==> src/rtl/instr_fetch_unit.sv <==
// Purpose: owns PC and IR, fetches instruction words over imem req/ack, decodes IR fields, applies redirects.
// Latency: imem_ack N cycles after imem_req rises gives instr_valid N+1 cycles after imem_req.
// Backpressure: imem_req is held with a stable address until ack; fetch_busy stalls the sequencer meanwhile.
module instr_fetch_unit #(
  parameter int                ADDR_W   = 32,
  parameter logic [ADDR_W-1:0] RESET_PC = '0,
  parameter int                TIMEOUT  = 16
) (
  input  logic              clk,
  input  logic              reset_n,
  input  logic              pc_write,
  input  logic              pc_source,
  output logic              imem_req,
  output logic [ADDR_W-1:0] imem_addr,
  input  logic              imem_ack,
  input  logic [31:0]       imem_rdata,
  output logic [ADDR_W-1:0] pc,
  output logic [ADDR_W-1:0] pc_plus4,
  output logic [ADDR_W-1:0] branch_target,
  output logic [31:0]       instr,
  output logic [4:0]        opcode,
  output logic [2:0]        rd,
  output logic [2:0]        rs1,
  output logic [2:0]        rs2,
  output logic [31:0]       imm_sext,
  output logic              instr_valid,
  output logic              fetch_busy,
  output logic              fetch_fault
);

  localparam int TW = (TIMEOUT > 2) ? $clog2(TIMEOUT) : 1;
  localparam logic [TW-1:0] TCNT_LAST = TW'(TIMEOUT - 1);

  typedef enum logic [1:0] {BOOT, REQ, IDLE, FAULT} state_t;

  state_t            state;
  logic [31:0]       ir;
  logic [ADDR_W-1:0] fetch_addr;
  logic              redirect;
  logic [TW-1:0]     tcnt;
  logic [ADDR_W-1:0] branch_off;
  logic [ADDR_W-1:0] pc_next;

  // Field split and address arithmetic straight off IR and pc (wraps mod 2^ADDR_W)
  assign instr         = ir;
  assign opcode        = ir[31:27];
  assign rd            = ir[26:24];
  assign rs1           = ir[23:21];
  assign rs2           = ir[20:18];
  assign imm_sext      = {{16{ir[15]}}, ir[15:0]};
  assign branch_off    = ADDR_W'($signed(ir[15:0])) << 2;
  assign pc_plus4      = pc + ADDR_W'(4);
  assign branch_target = pc + branch_off;
  assign pc_next       = pc_source ? branch_target : pc_plus4;
  assign imem_addr     = fetch_addr;
  assign fetch_busy    = (state == REQ);

  // Fetch FSM; inside REQ, imem_req=0 marks the one-cycle gap before a re-issued request
  always_ff @(posedge clk or negedge reset_n) begin
    if (!reset_n) begin
      state       <= BOOT;
      pc          <= RESET_PC;
      ir          <= '0;
      fetch_addr  <= RESET_PC;
      imem_req    <= 1'b0;
      instr_valid <= 1'b0;
      fetch_fault <= 1'b0;
      redirect    <= 1'b0;
      tcnt        <= '0;
    end else begin
      case (state)
        BOOT: begin
          // ack is deliberately not sampled here so a late ack from before reset is dropped
          state      <= REQ;
          imem_req   <= 1'b1;
          fetch_addr <= pc;
          tcnt       <= '0;
        end
        REQ: begin
          if (!imem_req) begin
            // Re-issue gap: latch the newest pc (including a write landing this cycle)
            if (pc_write) pc <= pc_next;
            fetch_addr <= pc_write ? pc_next : pc;
            imem_req   <= 1'b1;
            tcnt       <= '0;
          end else if (imem_ack) begin
            imem_req <= 1'b0;
            if (pc_write) pc <= pc_next;
            if (redirect || pc_write) begin
              // Returned word belongs to a stale pc: drop it and refetch
              redirect <= 1'b0;
            end else begin
              ir          <= imem_rdata;
              instr_valid <= 1'b1;
              state       <= IDLE;
            end
          end else begin
            // Request is in flight and cannot be withdrawn; remember the redirect
            if (pc_write) begin
              pc       <= pc_next;
              redirect <= 1'b1;
            end
            if (tcnt == TCNT_LAST) begin
              state       <= FAULT;
              imem_req    <= 1'b0;
              fetch_fault <= 1'b1;
            end else begin
              tcnt <= tcnt + 1'b1;
            end
          end
        end
        IDLE: begin
          if (pc_write) begin
            pc          <= pc_next;
            fetch_addr  <= pc_next;
            instr_valid <= 1'b0;
            imem_req    <= 1'b1;
            redirect    <= 1'b0;
            tcnt        <= '0;
            state       <= REQ;
          end
        end
        FAULT: begin
          // Terminal until reset; pc_write has no effect
          imem_req <= 1'b0;
        end
        default: state <= BOOT;
      endcase
    end
  end

endmodule

==> config.mk <==
export PLATFORM = sky130hd
export DESIGN_NAME = instr_fetch_unit
export DESIGN_NICKNAME = d
export VERILOG_FILES = /design/src/rtl/instr_fetch_unit.sv
export SDC_FILE = /design/constraint.sdc
export NUM_CORES = 1
export LEC_CHECK = 0
export CORE_MARGIN = 5
export CORE_UTILIZATION = 53
export CTS_BUF_LIST = sky130_fd_sc_hd__clkbuf_4 sky130_fd_sc_hd__clkbuf_8
export DETAILED_ROUTE_END_ITERATION = 12
export PLACE_DENSITY = 0.93
export RECOVER_POWER = 25
export SKIP_LAST_GASP = 1
export SLEW_MARGIN = 20
export SYNTH_ARGS = -nofsm -noshare
export SYNTH_HDL_FRONTEND = slang
export SYNTH_SLANG_ARGS = --single-unit
export TNS_END_PERCENT = 10
==> constraint.sdc <==
create_clock -name clk -period 7.79 [get_ports clk]
set_clock_uncertainty 0.15 [all_clocks]
set_input_delay 1.558 -clock clk [delete_from_list [all_inputs] [get_ports clk]]
set_output_delay 1.558 -clock clk [all_outputs]
set_load 0.05 [all_outputs]
==> flow_summary.ini <==
[run_status]
run_status = finished with violations
violations = max-capacitance violations, max-slew violations

[global_route]
grt_start_max_net_pins = 58
grt_pass1_wl_um = 39800
gr-total-overflow = 0
grt_pass1_vias = 7297
antenna_found_initial = 0
grt_usage = 0.279

[synth]
synth_top_family_by_area = compound AO/OA/AOI/OAI gates
syn_avg_cell_area_um2 = 8.47
synth_cells = 927
ys_types = 73
netlist.area_leader.share = 0.325
syn_area_um2 = 7850
synth_ff_type = dfrtp_1
synth-seq-cells = 102
yosysWarnings = 0
yosys.area_share.simple = 0.169
ys_seq_area_frac = 0.325
async_reset_ff_frac = 1.00
yosys.area_share.xor_xnor = 0.0612
synth_largest_area_cell = dfrtp_1
synth.area.mux_share = 0.0723
synth_edf_count = 0
synth.area.top_cells = dfrtp_1, ha_1, buf_4
synth_adder_area_share = 0.0583
synth-compound-area-share = 0.223

[finish]
n_antenna_cell = 0
design_area_um2 = 10100
nets = 1152
area_delta_synth_final_pct = 28.7
drive_gt1_frac = 0.0692

[clock_tree]
cts_buffers = 9
cts-root-buf = clkbuf_8
clock_latency_ps = 400
post_cts_resized = 0
cts.clk_slew.worst_paths_ps = 110
htree_levels = 3
cts_setup_buffers = 0
cts_buffer_depth = 2
tritoncts = built
clock_sinks = 102
hold_buffers = 0

[drt]
dr_wl_met2_um = 11600
vias = 7918
routed_wl_um = 25400
wl_met3_um = 2580
antenna_left = 0
wl_per_cell_um = 20.1
drt_iter0_drc = 712
wl_met1_um = 10400
drtPass1Iterations = 5
post-route-drc-count = 0
highest_layer = met4
via_per_inst = 6.24

[floorplanning]
dieArea_um2 = 17400
floorplan.initialDensity = 0.540
pin_count = 247
rows = 44
core_area_um2 = 14500
die_w_um = 132
die_h_um = 132

[timing]
slew_headroom = -1.06
hold_viol_final = 0
finalSetupViolCount = 0
fmax_mhz = 164
hold_ws_ps = 325
setup_tns_ps = 0
fin_crit_sh = 0.781
fin_crit_ps = 6080
worst-slew-pin-transition_ps = 3100
maxSlewViolCount = 105
rsz0062_at_grt = no

[worst_setup_path]
critPathKind = flop to output pin
rrSetupSlack_ps = 4060
r2r_cells = 9
worstSetupEndpointType = output pin
start_kind = flop
crit_required_ps = 6080
crit_fanout = 34
arrival_ps = 4370

[placed_design]
place_congestion = 0.964
hpwlAfterDp_um = 19300
placed_area_um2 = 9920
place.port_buffers = 238

[flow_run]
cap_violations = 2

[min_path]
hold_path.class = flop to flop
min_path_cells = 1
per-stage QoR:
step | setup WS, ps | cells | util
after global routing | 851 | 1268 | 0.695
after detailed placement | 2200 | 1252 | 0.683
after CTS | 1730 | 1268 | 0.696
after global placement | 2230 | 1252 | 0.683
after floorplan | 2490 | 934 | -
final | 1710 | 1268 | 0.695
logic make-up (layout without fill, tap and decap cells):
group           after synthesis  in the layout
xor+xnor                     54             54
buf+inv                     136            286
simple gates                272            272
flops                       102            102
mux                          52             52
fa+ha+maj                    36             36
other cells                   1              8
compound gates              274            274
cells in the final DEF, fill, tap and decap left out, types with 8 or more instances in the layout:
master	Yosys	routed
clkbuf_8	0	9
o21ai_0	76	76
conb_1	1	8
a21oi_1	75	74
nand3_1	26	25
o21a_1	13	13
xor2_1	20	20
dfrtp_1	102	102
o211ai_1	10	10
and3_1	12	12
nand2b_1	9	9
nor2_1	66	66
nand4_1	11	11
clkdlybuf4s50_1	0	235
ha_1	35	35
inv_1	25	25
a21o_1	16	16
a31oi_1	11	11
a221oi_1	9	9
mux2i_1	17	17
nor3_1	12	12
mux2_2	34	34
and2_1	9	9
nand2_1	97	97
xnor2_1	33	33
final timing paths:
kind / from / to
worst max-delay path: instr[15] / branch_target[27]
worst min-delay path: fetch_fault / fetch_fault
worst max register to register: instr[15] / imem_addr[31]
worst min register to register: fetch_fault / fetch_fault
max in group asynchronous: reset_n / imem_addr[12]
min in group asynchronous: reset_n / imem_addr[28]
Yosys cell counts, types with 4 or more instances:
cell	instances
a21o_1	16
and3_1	12
a211oi_1	7
buf_1	5
o22ai_1	4
o211ai_1	10
and4_1	5
o2111ai_1	4
mux2i_1	17
a21oi_1	75
clkbuf_1	50
a221oi_1	9
o21bai_1	7
buf_4	54
o21a_1	13
inv_1	25
xnor2_1	33
and2_1	9
xor2_1	20
nor2_1	66
nor3_1	12
ha_1	35
o21ai_0	76
nand2b_1	9
nand4_1	11
mux2_2	34
nand2_1	97
a31oi_1	11
dfrtp_1	102
nand3_1	26
registers in the layout, indices dropped and copies added (netlist names):
name,count
redirect,1
instr_valid,1
imem_req,1
tcnt,4
imem_addr,30
pc,30
state,2
instr,32
fetch_fault,1
worst max-delay path, cell delays in order, from the launching register on:
cell             delay, ps
dfrtp_1               1040
ha_1                   500
and3_1                 260
and2_1                 160
a221oi_1               490
a21oi_1                240
or3_1                  400
and2_1                 180
clkdlybuf4s50_1        690
final cells by class:
type,instances,area (um2)
clock inverter,7,67.6
sequential,102,2550
timing repair buffer,244,2410
multi-input combinational,696,4620
fill,1167,4430
tap,184,230
inverter,26,97.6
clock buffer,9,124
per-layer routing:
metal	up-vias	global-route usage
met5	-	0
met4	0	0.101
met3	74	0.0554
met2	497	0.444
met1	3781	0.380
li1	3566	-
Power is left out: the tool's default activity adds up to more than one toggle a clock period on the data nets, which glitch-free logic cannot reach.
